$ cat config.mk
export PLATFORM = sky130hd
export DESIGN_NAME = alu_mc
export DESIGN_NICKNAME = d
export VERILOG_FILES = /design/src/rtl/alu_pkg.sv /design/src/rtl/alu_mul_iter.sv /design/src/rtl/alu_mc.sv
export SDC_FILE = /design/constraint.sdc
export NUM_CORES = 1
export LEC_CHECK = 0
export CAP_MARGIN = 10
export CORE_ASPECT_RATIO = 0.7
export CORE_UTILIZATION = 64
export DETAILED_ROUTE_END_ITERATION = 7
export GPL_TIMING_DRIVEN = 0
export PLACE_DENSITY = 0.88
export SYNTH_ARGS = -nofsm -noshare
export SYNTH_HDL_FRONTEND = slang
export SYNTH_SLANG_ARGS = --single-unit
$ cat constraint.sdc
create_clock -name clk -period 8.4 [get_ports clk]
set_input_delay 2.52 -clock clk [delete_from_list [all_inputs] [get_ports clk]]
set_output_delay 2.52 -clock clk [all_outputs]
set_load 0.005 [all_outputs]
$ cat src/rtl/alu_pkg.sv
// Shared opcode and FSM definitions for the multi-cycle ALU.
// Latency: none (definitions only).
// Backpressure: none (definitions only).
package alu_pkg;

  // Three-bit opcodes presented on mode together with start
  localparam logic [2:0] OP_PASS = 3'b000;
  localparam logic [2:0] OP_ADD  = 3'b001;
  localparam logic [2:0] OP_SUB  = 3'b010;
  localparam logic [2:0] OP_AND  = 3'b011;
  localparam logic [2:0] OP_OR   = 3'b100;
  localparam logic [2:0] OP_XOR  = 3'b101;
  localparam logic [2:0] OP_SHL1 = 3'b110;
  localparam logic [2:0] OP_MUL  = 3'b111;

  // Handshake FSM: idle/accepting, or iterating a multiply
  typedef enum logic {
    S_IDLE    = 1'b0,
    S_MUL_RUN = 1'b1
  } alu_state_t;

endpackage

$ cat src/rtl/alu_mul_iter.sv
// Iterative shift-add multiplier engine: one partial product per step, WIDTH steps.
// Latency: WIDTH steps after load; acc_nxt on the step where last=1 is the full product.
// Backpressure: advances only when step=1, so the owner stalls it by withholding step.
module alu_mul_iter #(
  parameter int WIDTH = 8
) (
  input  logic               clk,
  input  logic               rst_n,
  input  logic               load,
  input  logic               step,
  input  logic [WIDTH-1:0]   a,
  input  logic [WIDTH-1:0]   b,
  output logic [2*WIDTH-1:0] acc_nxt,
  output logic               last
);

  localparam int CW = (WIDTH > 1) ? $clog2(WIDTH) : 1;

  // Multiplicand shifts left and multiplier shifts right, so bit 0 of the
  // multiplier register is always b[count] and mcand is always a<<count.
  logic [2*WIDTH-1:0] mcand_q, mcand_d;
  logic [2*WIDTH-1:0] acc_q, acc_d;
  logic [WIDTH-1:0]   mplier_q, mplier_d;
  logic [CW-1:0]      count_q, count_d;

  // Partial-sum datapath and next-state for the iteration registers
  always_comb begin
    acc_nxt  = acc_q + (mplier_q[0] ? mcand_q : '0);
    last     = (count_q == CW'(WIDTH - 1));
    mcand_d  = mcand_q;
    mplier_d = mplier_q;
    acc_d    = acc_q;
    count_d  = count_q;
    if (load) begin
      mcand_d  = {{WIDTH{1'b0}}, a};
      mplier_d = b;
      acc_d    = '0;
      count_d  = '0;
    end else if (step) begin
      mcand_d  = mcand_q << 1;
      mplier_d = mplier_q >> 1;
      acc_d    = acc_nxt;
      count_d  = count_q + CW'(1);
    end
  end

  // Iteration state registers, synchronously cleared
  always_ff @(posedge clk) begin
    if (!rst_n) begin
      mcand_q  <= '0;
      mplier_q <= '0;
      acc_q    <= '0;
      count_q  <= '0;
    end else begin
      mcand_q  <= mcand_d;
      mplier_q <= mplier_d;
      acc_q    <= acc_d;
      count_q  <= count_d;
    end
  end

endmodule

$ cat src/rtl/alu_mc.sv
// Registered multi-cycle ALU with start/busy handshake and Z/C/N/V flags.
// Latency: 1 clk for single-cycle ops, WIDTH+1 clks for MUL (stretched by en=0 cycles).
// Backpressure: busy=1 during MUL; start is dropped (not queued) while busy or en=0.
module alu_mc
  import alu_pkg::*;
#(
  parameter int WIDTH = 8
) (
  input  logic             clk,
  input  logic             rst_n,
  input  logic             en,
  input  logic             start,
  input  logic [2:0]       mode,
  input  logic [WIDTH-1:0] in_a,
  input  logic [WIDTH-1:0] in_b,
  output logic             busy,
  output logic             done,
  output logic [WIDTH-1:0] sum,
  output logic             fz,
  output logic             fc,
  output logic             fn,
  output logic             fv
);

  localparam int MSB = WIDTH - 1;

  alu_state_t state_q, state_d;

  logic [WIDTH-1:0] sum_q, sum_d;
  logic             fz_q, fz_d;
  logic             fc_q, fc_d;
  logic             fn_q, fn_d;
  logic             fv_q, fv_d;
  logic             done_q, done_d;

  logic [WIDTH:0]   add_ext;
  logic [WIDTH:0]   sub_ext;
  logic [WIDTH-1:0] op_res;
  logic             op_c;
  logic             op_v;

  logic             accept;
  logic             wr;
  logic [WIDTH-1:0] new_sum;
  logic             new_c;
  logic             new_v;

  logic               mul_load;
  logic               mul_step;
  logic [2*WIDTH-1:0] mul_acc;
  logic               mul_last;

  alu_mul_iter #(
    .WIDTH (WIDTH)
  ) u_mul (
    .clk     (clk),
    .rst_n   (rst_n),
    .load    (mul_load),
    .step    (mul_step),
    .a       (in_a),
    .b       (in_b),
    .acc_nxt (mul_acc),
    .last    (mul_last)
  );

  assign busy   = (state_q == S_MUL_RUN);
  assign accept = en & start & ~busy;

  // Single-cycle results and their carry/overflow, computed straight off the operands
  always_comb begin
    add_ext = {1'b0, in_a} + {1'b0, in_b};
    sub_ext = {1'b0, in_a} - {1'b0, in_b};
    op_res  = '0;
    op_c    = 1'b0;
    op_v    = 1'b0;
    case (mode)
      OP_PASS: op_res = in_a;
      OP_ADD: begin
        op_res = add_ext[WIDTH-1:0];
        op_c   = add_ext[WIDTH];
        op_v   = (in_a[MSB] == in_b[MSB]) & (add_ext[MSB] != in_a[MSB]);
      end
      OP_SUB: begin
        // The extra top bit of the zero-extended difference is the borrow
        op_res = sub_ext[WIDTH-1:0];
        op_c   = sub_ext[WIDTH];
        op_v   = (in_a[MSB] != in_b[MSB]) & (sub_ext[MSB] != in_a[MSB]);
      end
      OP_AND:  op_res = in_a & in_b;
      OP_OR:   op_res = in_a | in_b;
      OP_XOR:  op_res = in_a ^ in_b;
      OP_SHL1: begin
        op_res = {in_a[WIDTH-2:0], 1'b0};
        op_c   = in_a[MSB];
      end
      default: op_res = '0;
    endcase
  end

  // Handshake FSM, multiplier control and result/flag write-back
  always_comb begin
    state_d  = state_q;
    done_d   = done_q;
    wr       = 1'b0;
    new_sum  = op_res;
    new_c    = op_c;
    new_v    = op_v;
    mul_load = 1'b0;
    mul_step = 1'b0;
    // en=0 freezes everything, including a pending done pulse
    if (en) begin
      done_d = 1'b0;
      case (state_q)
        S_IDLE: begin
          if (accept) begin
            if (mode == OP_MUL) begin
              mul_load = 1'b1;
              state_d  = S_MUL_RUN;
            end else begin
              wr = 1'b1;
            end
          end
        end
        S_MUL_RUN: begin
          mul_step = 1'b1;
          // The final iteration's sum goes straight to the result register
          if (mul_last) begin
            wr      = 1'b1;
            new_sum = mul_acc[WIDTH-1:0];
            new_c   = |mul_acc[2*WIDTH-1:WIDTH];
            new_v   = 1'b0;
            state_d = S_IDLE;
          end
        end
        default: state_d = S_IDLE;
      endcase
      if (wr) begin
        done_d = 1'b1;
      end
    end
    sum_d = wr ? new_sum : sum_q;
    fz_d  = wr ? (new_sum == '0) : fz_q;
    fn_d  = wr ? new_sum[MSB] : fn_q;
    fc_d  = wr ? new_c : fc_q;
    fv_d  = wr ? new_v : fv_q;
  end

  // State, result and flag registers; reset overrides en and aborts a running MUL
  always_ff @(posedge clk) begin
    if (!rst_n) begin
      state_q <= S_IDLE;
      sum_q   <= '0;
      fz_q    <= 1'b1;
      fc_q    <= 1'b0;
      fn_q    <= 1'b0;
      fv_q    <= 1'b0;
      done_q  <= 1'b0;
    end else begin
      state_q <= state_d;
      sum_q   <= sum_d;
      fz_q    <= fz_d;
      fc_q    <= fc_d;
      fn_q    <= fn_d;
      fv_q    <= fv_d;
      done_q  <= done_d;
    end
  end

  assign done = done_q;
  assign sum  = sum_q;
  assign fz   = fz_q;
  assign fc   = fc_q;
  assign fn   = fn_q;
  assign fv   = fv_q;

endmodule

Word level (Yosys, flattened, before mapping):

Index checks and enable logic that the tools add are counted.

* bits of input ports: 23
* word-level logic and storage cells: 74
* register bits after elaboration: 57

* reduce and logical (&&, ||, !) cells: 5
* bitwise gates (word level): 9
* add/subtract/negate cells: 4
* eq/ne operators: 12
* muxes and demuxes: 32

Operators with widths (count)
* $mux W8: 7
* $pmux W8 S7: 1
* $mux W1: 19
* $add A16 B16 Y16: 1
* $mux W16: 1
* $eq A3 B3 Y1 const B: 5
* $add A8 B8 Y9: 1
* $sub A8 B8 Y9: 1
* $and A8 B8 Y8: 1
* $logic_not A8 Y1: 1
* $or A8 B8 Y8: 1
* $reduce_or A8 Y1: 1
* $xor A8 B8 Y8: 1
* $eq A3 B2 Y1 const B: 2
* $pmux W1 S2: 3
* $and A1 B1 Y1: 4
* $add A3 B1 Y3 const B: 1
* $eq A3 B1 Y1 const B: 1
* $logic_not A3 Y1: 1
* $ne A1 B1 Y1: 3
* $pmux W1 S3: 1
* $not A1 Y1: 2
* $reduce_bool A2 Y1: 1
* $reduce_or A2 Y1: 1
* $eq A1 B1 Y1: 1

Longest topological paths before layout:

Gate-level depths: netlist of the first run.

* word-level depth: 7
* depth in mapped cells: 11
* gate-level depth less buffers: 10

By module:

From an unflattened synthesis of the first run, not the netlist that was laid out.

* cells, all modules: 577
* area total of the unflattened synthesis: 4584.4 µm²

By module, submodules not included
* alu_mul_iter: cells each 303, times used 1, area an instance 2603.7 µm²
* alu_mc: cells each 274, times used 1, area an instance 1980.6 µm²

Worst setup path before layout of the first run:

Ideal clock, no wire load.

* path type: input-to-reg
* start: input in_a[0]
* end: register fc_q (netlist: fc)
* data required time: 8267 ps
* path slack: 3838 ps
* data arrival time: 4429 ps
* setup time: 133 ps
* buffers on the path: 0
* stages: 9
* path through: ha_1 fa_1 a211oi_1 o21ai_0 a31o_2 nand3_1 o211ai_1 nor4b_1 a21boi_0

* longest elaborated chain between the ends: 5
* elaborated cells between the ends (all ways): 6
* classes of those cells: 2 x add/sub; 4 x mux

RTL lines
* start, declared: RTL line alu_mc.sv:14 `input logic [WIDTH-1:0] in_a,`
* $sub A8 B8 Y9 / $add A8 B8 Y9 (equally long branches): RTL line alu_mc.sv:72, alu_mc.sv:71
* $pmux W1 S3 *: RTL line alu_mc.sv:76 `case (mode)`
* $mux W1: RTL line alu_mc.sv:127 `if (mul_last) begin`
* $mux W1: RTL line alu_mc.sv:113 `case (state_q)`
* $mux W1 *: RTL line alu_mc.sv:111 `if (en) begin`
* end signal, assigned: RTL line alu_mc.sv:154 `fc_q <= 1'b0;`
* end signal, assigned: RTL line alu_mc.sv:162 `fc_q <= fc_d;`
* end, declared: RTL line alu_mc.sv:31 `logic fc_q, fc_d;`

Every way passes the cells marked *; elsewhere a longest branch is shown, timed or not.
A chain may end at the register's enable or synchronous reset.

Final worst setup path of the first run:

* start: input in_a[3]
* end: register fz_q (netlist: fz)

* longest elaborated chain between the ends: 6
* elaborated cells between the ends (all ways): 10
* classes of those cells: 2 x add/sub; 4 x mux; 3 x bitwise; 1 x reduce/logical

RTL lines
* $sub A8 B8 Y9 (tied with other cells): RTL line alu_mc.sv:72 `sub_ext = {1'b0, in_a} - {1'b0, in_b};`
* $pmux W8 S7 *: RTL line alu_mc.sv:76
* $mux W8: RTL line alu_mc.sv:127
* $mux W8: RTL line alu_mc.sv:113
* $mux W8 *: RTL line alu_mc.sv:111
* $logic_not A8 Y1 *: RTL line alu_mc.sv:142 `fz_d = wr ? (new_sum == '0) : fz_q;`
* end signal, assigned: RTL line alu_mc.sv:161 `fz_q <= fz_d;`
* end, declared: RTL line alu_mc.sv:30 `logic fz_q, fz_d;`

Marked as above.

==> impl_metrics.ini, run 1 <==
[sta]
rsz0062_at_grt = no
setup_viol = 0
finalHoldViolations = 0
max_freq_ghz = 0.187
period_needed_ns = 5.35
maxSlewHeadroom = 0.383
worstMarginPinSlew_ns = 0.924
hold_ws_ns = 0.472
drv_slew = 0
tns_ns = 0
post-route-period-util = 0.637
skew_ns = 0.0143

[pwr]
cellLeakagePower_uw = 0.00210
seq_power_share = 0.483
pwr-share-clk = 0.281
vdd_drop_max_uv = 102
p_switching_uw = 180
p_sw_frac = 0.317
p_int_uw = 388
powerDensity_nw_per_um2 = 112
combinationalPowerShare = 0.236

[setup_path]
cpLargestDelayFamily = compound AO/OA/AOI/OAI gates
path_cells = clkdlybuf4s50_1, inv_1, ha_1, clkbuf_1, or3_1, o221ai_1, o221a_2, xor2_1, o22ai_1, o22ai_1, a31o_1
cp_num_buf_inv = 3
path_common_cell = o22ai_1
end_kind = register
critical_path_class = input port to register
crit_fanout = 10
cp.required_ns = 8.67
cp_slowest_cell = clkdlybuf4s50_1
critPathArrivalTime_ns = 5.62
worstRegToRegCells = 11
r2r_end = fc
r2r-start = u_mul.mplier_q[0]
slowest_delay_ns = 0.64
r2r_setup_slack_ns = 4.84
crit_cells = 11
start_kind = input port

[floorplan]
dieWidth_um = 102
die_area_sq_um = 7360
fp-row-count = 25
io_pins = 37
die_h_um = 72.1
core_area_sq_um = 6760
initial_core_util = 0.665

[clock_network]
clk_latency_ns = 0.33
cts_hold_buffers = 0
htreeDepth = 2
clk_pin_slew_ns = 0.11
cts_made_buffers = 5
cts.sinks = 56
cts-root-buf = clkbuf_8
post_cts_buffers = 0
cts_tree = done
clockBufferDepth = 2
cts_resized = 0

[layout]
syn_to_final_growth_pct = 12.8
fin_cells = 726
antennaDiodeCount = 0
layout-drive-gt1-share = 0.0475
nFillCells = 555
final_nets = 699

[yosys]
synth_top_area_cell = dfxtp_1
async_flop_share = 0
yosys.area_share.adder = 0.130
synth.most_common_cell = nand2_1
synth_nets = 656
avgSynthCellArea_sq_um = 7.64
synth_simple_gate_area_frac = 0.244
ys.flop_type = dfxtp_1
syn_inst = 588
ys_types = 70
yosysWarnings = 0
synth_top_area_share = 0.250
synthTopCellsByCount = 98 x nand2_1, 56 x dfxtp_1, 42 x a21oi_1, 42 x ha_1, 33 x nor2_1
muxShareOfSynthArea = 0.00251
yosysSeqAreaShare = 0.250
synth_top_family_by_area = compound AO/OA/AOI/OAI gates
synth_edf_count = 0
synth.area.top_cells = dfxtp_1 25%, ha_1 12%, nand2_1 8.2%
synthXorXnorAreaFrac = 0.0390
ys_ff_latch = 56
synth_area_sq_um = 4490
synth-compound-area-share = 0.281

[global_route]
grt_overflow_total = 0
antenna_found_initial = 0
grt_pass1_vias = 4333
grt_pass1_wl_um = 21800
grt_use_total = 0.391
grt_max_degree = 20

[routing]
vias_per_cell = 6.54
vias = 4746
routed_wl_um = 13900
drtIter0Drc = 494
avgRoutedWirePerCell_um = 19.2
drt-pass1-iter-count = 6
drtAntennaViolNets = 0
drc = 0

[place]
dpl.hpwl_um = 10900
port_buffers = 36
place_congestion = 1.02
dp.cells = 718

[hold_path]
holdPathEnd = u_mul.acc_q[7]
hold-path-cell-count = 2
hp-class = register to register
hp-start = u_mul.acc_q[7]

[run_status]
outcome = finished, final reports clean

[flow_run]
cap_violations = 0
-- logic make-up (layout without fill, tap and decap cells) --
| group | count (synthesis) | after routing |
|---|---|---|
| flops | 56 | 56 |
| compound gates | 178 | 178 |
| xor+xnor | 20 | 20 |
| fa+ha+maj | 45 | 45 |
| mux | 1 | 1 |
| simple gates | 229 | 229 |
| buf+inv | 59 | 103 |
-- power by group through the flow --
| stage | clock network [uW] | registers (uW) | logic (uW) |
|---|---|---|---|
| 2_1_floorplan | 0 | 280 | 78.3 |
| 3_3_place_gp | 0 | 280 | 125 |
| 3_5_place_dp | 0 | 280 | 128 |
| 4_1_cts | 161 | 274 | 130 |
| 5_1_grt | 170 | 275 | 146 |
| 6_report | 160 | 274 | 134 |
-- routing by layer --
metal	vias to the layer above	share of wire	global-route usage
met5	-	0	0
met4	0	0.023	0.117
met3	49	0.13	0.105
met2	330	0.41	0.559
met1	2164	0.44	0.570
li1	2203	-	-
-- cell usage in the layout (no fill, tap or decap), types with 5 or more instances in the layout --
cell / instances
and3_1: 7
o21ai_0: 26
xnor2_1: 12
nor3_1: 9
clkbuf_8: 5
o211ai_1: 8
clkdlybuf4s50_1: 36
dfxtp_1: 56
a21oi_1: 42
a22oi_1: 7
nand2_1: 98
xor2_1: 8
and2_1: 22
nor2b_1: 7
ha_1: 42
a211oi_1: 7
a31oi_1: 7
clkbuf_1: 21
o211a_1: 10
o22ai_1: 6
inv_1: 27
nor2_1: 33
nand3_1: 24
a21boi_0: 12
-- state kept, by name (all words and copies together), names as in the netlist --
signal and flops:
fv 1, fc 1, done 1, u_mul.mcand_q 16, fz 1, u_mul.mplier_q 8, u_mul.acc_q 16, sum 8
u_mul.count_q 3, busy 1
-- worst min-delay path, cell delays in order (launching register included) --
cell and delay [ns]:
dfxtp_1 0.33, nand2_1 0.05, a21oi_1 0.05
-- metrics by stage --
stage / instance area, sq um / util / setup WS [ns] / power [uW]
2_1_floorplan: 4490 / - / 3.84 / 358
3_3_place_gp: 4970 / 0.735 / 2.89 / 405
3_5_place_dp: 4970 / 0.735 / 2.84 / 409
4_1_cts: 5060 / 0.750 / 3.15 / 565
5_1_grt: 5060 / 0.750 / 2.91 / 591
6_report: 5060 / 0.750 / 3.05 / 568
-- area by class of cell --
class	instances	area, sq um	share of cell area
multi-input combinational	473	3130	0.618
sequential	56	1120	0.221
timing repair buffer	36	360	0.0711
buffer	31	133	0.0262
tap	94	118	0.0232
inverter	28	105	0.0208
clock buffer	5	68.8	0.0136
clock inverter	3	27.5	0.00543
-- worst max path at each step --
stage / startpoint / endpoint / slack [ns]
floorplan: in_a[0] / fc / 3.84
finish: in_a[3] / fz / 3.05
detailed placement: in_a[3] / sum[7] / 2.84
CTS: in_a[3] / fz / 3.15
global route: in_a[3] / fz / 2.91
global placement: in_a[3] / fz / 2.89
Power figures use the tool's default switching activity.
==> inputs of run 2 (changes only) <==
--- a/config.mk
+++ b/config.mk
@@ -7,10 +7,10 @@
 export LEC_CHECK = 0
 export CAP_MARGIN = 10
 export CORE_ASPECT_RATIO = 0.7
-export CORE_UTILIZATION = 64
+export CORE_UTILIZATION = 59
 export DETAILED_ROUTE_END_ITERATION = 7
 export GPL_TIMING_DRIVEN = 0
-export PLACE_DENSITY = 0.88
+export PLACE_DENSITY = 0.82
 export SYNTH_ARGS = -nofsm -noshare
 export SYNTH_HDL_FRONTEND = slang
 export SYNTH_SLANG_ARGS = --single-unit
==> constraint.sdc (replaced) <==
create_clock -name clk -period 5.1 [get_ports clk]
set_input_delay 1.53 -clock clk [delete_from_list [all_inputs] [get_ports clk]]
set_output_delay 1.53 -clock clk [all_outputs]
set_load 0.005 [all_outputs]
==> run 2 against run 1 <==
Net effect: register-to-register slack lost 3.2 ns; final cell count is 0.55% higher; non-clock buffer count unchanged; largest power group unchanged; total power increased by 64%; highest routed layer unchanged; first-iteration DRC count stayed put; clock-buffer cell count unchanged; design area about the same; global-route usage decreased by 5.1 points.
==> impl_metrics.ini, run 2 (same netlist as run 1, synthesis figures left out) <==
[run_status]
outcome = finished, final reports clean

[sta]
setup_viol = 0
maxSlewHeadroom = 0.303
post-route-period-util = 0.872
max_freq_ghz = 0.225
period_needed_ns = 4.45
tns_ns = 0
drv_slew = 0
finalHoldViolations = 0
skew_ns = 0.0126
rsz0062_at_grt = no
worstMarginPinSlew_ns = 1.04

[place]
placed_cell_area_sq_um = 4970
place_congestion = 1.04
port_buffers = 36
dpl.hpwl_um = 10600

[layout]
fin_area_sq_um = 5070
final_common_cell = nand2_1
final_cell_mix = 98 x nand2_1, 56 x dfxtp_1, 42 x a21oi_1, 42 x ha_1, 36 x clkdlybuf4s50_1
nFillCells = 638
layout-drive-gt1-share = 0.0475
antennaDiodeCount = 0
syn_to_final_growth_pct = 12.9
final_util = 0.693
final_nets = 699
largestRegisters = u_mul.acc_q x16, u_mul.mcand_q x16

[floorplan]
dieWidth_um = 106
fp-row-count = 26
initial_core_util = 0.614
core_area_sq_um = 7320
io_pins = 37
die_h_um = 75.0
die_area_sq_um = 7970

[setup_path]
critPathArrivalTime_ns = 4.67
start_kind = input port
cpLargestDelayFamily = compound AO/OA/AOI/OAI gates
crit_fanout = 10
critical_path_class = input port to register
worstRegToRegCells = 11
path_cells = clkdlybuf4s50_1, inv_1, ha_1, clkbuf_1, or3_1, o221ai_1, o21ai_0, a32o_1, a31oi_1, nor2_1, a31o_1
cp_slowest_cell = clkdlybuf4s50_1
crit_cells = 11
slowest_delay_ns = 0.65
cp_num_buf_inv = 3
cp.required_ns = 5.33
end_kind = register

[clock_network]
post_cts_buffers = 0
clk_pin_slew_ns = 0.11
cts_tree = done
cts_made_buffers = 5
cts_hold_buffers = 0
cts_resized = 0
clockBufferDepth = 2
htreeDepth = 2
clk_latency_ns = 0.32
cts-root-buf = clkbuf_8
cts.sinks = 56

[pwr]
vdd_drop_max_uv = 126
powerDensity_nw_per_um2 = 184
cellLeakagePower_uw = 0.00210

[routing]
vias = 4763
drtAntennaViolNets = 0
routed_wl_um = 13400
drtIter0Drc = 494
drc = 0
avgRoutedWirePerCell_um = 18.4
drt-pass1-iter-count = 5
vias_per_cell = 6.52

[hold_path]
hold-path-cell-count = 2
hp-class = register to register

[global_route]
grt_overflow_total = 0
antenna_found_initial = 0
grt_use_total = 0.339
grt_pass1_wl_um = 20800
grt_max_degree = 20
grt_pass1_vias = 4109

[flow_run]
cap_violations = 0
-- run 2: cell counts in the layout (fill, tap and decap cells not counted) --
No cell type changed its count.
-- run 2: layout make-up --
cell class / count / area [sq um] / share of cell area
Clock buffer: 5 / 68.8 / 0.0136
Buffer: 31 / 133 / 0.0262
Multi-Input combinational cell: 473 / 3130 / 0.618
Timing Repair Buffer: 36 / 360 / 0.0711
Inverter: 28 / 105 / 0.0207
Clock inverter: 3 / 27.5 / 0.00543
Tap cell: 98 / 123 / 0.0242
Sequential cell: 56 / 1120 / 0.221
-- run 2: stage by stage --
step                      cells  setup WS (ns)  power [uW]  hold WS (ns)
after floorplan             588           1.53         590         0.436
after detailed placement    722          0.400         674         0.451
after global routing        730          0.549         969         0.485
after CTS                   730          0.737         927         0.465
final                       730          0.652         933         0.463
after global placement      722          0.528         667         0.440
-- run 2: final timing paths --
path                            endpoint  slack (ns)               from
worst min register to register    sum[6]        0.46             sum[6]
worst max-delay path                  fz        0.65            in_a[3]
worst min-delay path              sum[6]        0.46             sum[6]
worst max register to register        fc        1.62  u_mul.mplier_q[0]
-- run 2: power by group --
| group | switching, uW | total [uW] | leakage [uW] | internal (uW) |
|---|---|---|---|---|
| Sequential | 5.36 | 451 | 0.000453 | 446 |
| Combinational | 127 | 219 | 0.00160 | 92.6 |
| Clock | 161 | 262 | 0.0000463 | 101 |
| Total | 293 | 933 | 0.00210 | 640 |
-- run 2: worst min-delay path: stages (launching register included) --
cell      delay, ns
dfxtp_1        0.33
nand2_1        0.05
a21boi_1       0.05
-- run 2: routing by layer --
layer	vias to the layer above	GRT usage	routed length, um
li1	2218	-	-
met1	2246	0.494	6110
met2	272	0.502	5310
met3	27	0.0900	1800
met4	0	0.0741	225
met5	-	0	0
==> inputs of run 3 (changes only) <==
--- a/config.mk
+++ b/config.mk
@@ -5,12 +5,11 @@
 export SDC_FILE = /design/constraint.sdc
 export NUM_CORES = 1
 export LEC_CHECK = 0
-export CAP_MARGIN = 10
 export CORE_ASPECT_RATIO = 0.7
-export CORE_UTILIZATION = 59
+export CORE_UTILIZATION = 50
 export DETAILED_ROUTE_END_ITERATION = 7
 export GPL_TIMING_DRIVEN = 0
-export PLACE_DENSITY = 0.82
+export PLACE_DENSITY = 0.71
 export SYNTH_ARGS = -nofsm -noshare
 export SYNTH_HDL_FRONTEND = slang
 export SYNTH_SLANG_ARGS = --single-unit
==> run 3 against run 2 <==
Net effect: via count down 4.0%; register-to-register slack better by 0.06 ns; core utilization down 9.3 points; sequential share of layout area down 0.35 points; clock power up 38%; final cell count up 3.0%; non-clock buffer count unchanged; global-route usage down 2.9 points; die area up 18%; first-iteration DRC count down 7.1%; largest cell class unchanged; largest power group unchanged.
==> impl_metrics.ini, run 3 (same netlist as run 1, synthesis figures left out) <==
[clock_network]
cts-root-buf = clkbuf_16
cts_hold_buffers = 0
clk_pin_slew_ns = 0.07
clockBufferDepth = 2
clk_latency_ns = 0.30
cts_resized = 0
cts_made_buffers = 5
htreeDepth = 2
cts_tree = done
post_cts_buffers = 0
cts.sinks = 56

[layout]
layout-drive-gt1-share = 0.0475
final_nets = 699
final_cell_mix = 98 x nand2_1, 56 x dfxtp_1, 42 x a21oi_1, 42 x ha_1, 36 x clkdlybuf4s50_1
syn_to_final_growth_pct = 14.7
fin_area_sq_um = 5150
antennaDiodeCount = 0
final_util = 0.600
largestRegisters = u_mul.acc_q x16, u_mul.mcand_q x16
final_common_cell = nand2_1

[floorplan]
core_area_sq_um = 8580
initial_core_util = 0.523
die_h_um = 81.3
fp-row-count = 28
die_area_sq_um = 9370
dieWidth_um = 115
io_pins = 37

[pwr]
seq_power_share = 0.436
powerDensity_nw_per_um2 = 201
combinationalPowerShare = 0.214
pwr-share-clk = 0.350
p_int_uw = 725
p_sw_frac = 0.299
cellLeakagePower_uw = 0.00212
vdd_drop_max_uv = 149
p_switching_uw = 310

[routing]
met2_length_um = 5440
routed-wl-met3_um = 1540
drc = 0
drt-pass1-iter-count = 5
avgRoutedWirePerCell_um = 18.7
vias = 4571
top_layer = met4
vias_per_cell = 6.08
m1WireLength_um = 6990
routed_wl_um = 14100
drtAntennaViolNets = 0
drtIter0Drc = 459

[global_route]
antenna_found_initial = 0
grt_pass1_wl_um = 21700
grt_max_degree = 20
grt_pass1_vias = 3994
grt_use_total = 0.311
grt_overflow_total = 0

[sta]
tns_ns = 0
finalHoldViolations = 0
rsz0062_at_grt = no
setup_viol = 0
period_needed_ns = 4.37
max_freq_ghz = 0.229
final.setup.worst_slack_ns = 0.729
drv_slew = 0
skew_ns = 0.00908
worstMarginPinSlew_ns = 1.23
maxSlewHeadroom = 0.178
post-route-period-util = 0.857

[setup_path]
path_cells = clkdlybuf4s50_1, inv_1, ha_1, clkbuf_1, or3_1, o221ai_1, o21ai_0, a32o_1, a31oi_1, nor2_1, a31o_1
crit_fanout = 10
cp_slowest_cell = clkdlybuf4s50_1
critical_path_class = input port to register
start_kind = input port
cp.required_ns = 5.30
slowest_delay_ns = 0.63
critPathArrivalTime_ns = 4.57
cpLargestDelayFamily = compound AO/OA/AOI/OAI gates
cp_num_buf_inv = 3
end_kind = register

[run_status]
outcome = finished, final reports clean

[flow_run]
cap_violations = 0

[place]
dp_slack_ns = 0.452
dpl.hpwl_um = 11200
place_congestion = 0.940
port_buffers = 36
placed_cell_area_sq_um = 5000

[hold_path]
hp-class = register to register
-- run 3: cell types whose count changed in the layout (fill, tap and decap cells not counted), sizes merged --
cell and change:
clkinv -1, inv +1
-- run 3: cell type report --
| class | count | area, sq um |
|---|---|---|
| Tap cell | 120 | 150 |
| Buffer | 31 | 133 |
| Timing Repair Buffer | 36 | 360 |
| Fill cell | 786 | 3430 |
| Inverter | 28 | 105 |
| Multi-Input combinational cell | 473 | 3130 |
| Clock inverter | 3 | 25.0 |
| Sequential cell | 56 | 1120 |
| Clock buffer | 5 | 125 |
-- run 3: through the flow --
stage / instances / power [uW] / hold slack, ns
after global placement: 744 / 672 / 0.440
after detailed placement: 744 / 676 / 0.441
after floorplan: 588 / 590 / 0.436
after CTS: 752 / 1030 / 0.450
final: 752 / 1030 / 0.448
after global routing: 752 / 1080 / 0.480
-- run 3: tightest hold or removal path, cell delays in order (launching register included) --
cell	delay, ns
dfxtp_1	0.31
nand2_1	0.05
a21boi_1	0.05
-- run 3: power groups by stage --
stage	Sequential [uW]	Combinational, uW	Clock, uW
global placement	461	211	0
global route	452	240	384
finish	451	221	362
CTS	451	216	364
detailed placement	461	215	0
floorplan	461	129	0
-- run 3: final timing paths --
check / cells past startpoint / to / from / slack [ns]
worst max-delay path: 11 / fz / in_a[3] / 0.73
worst min-delay path: 2 / sum[5] / sum[5] / 0.45
worst max register to register: 11 / fc / u_mul.mplier_q[0] / 1.68
worst min register to register: 2 / sum[5] / sum[5] / 0.45
-- run 3: routing by layer --
layer,global-route usage,vias to the layer above
met5,0,-
li1,-,2206
met3,0.0463,13
met4,0.0416,0
met2,0.434,227
met1,0.498,2125
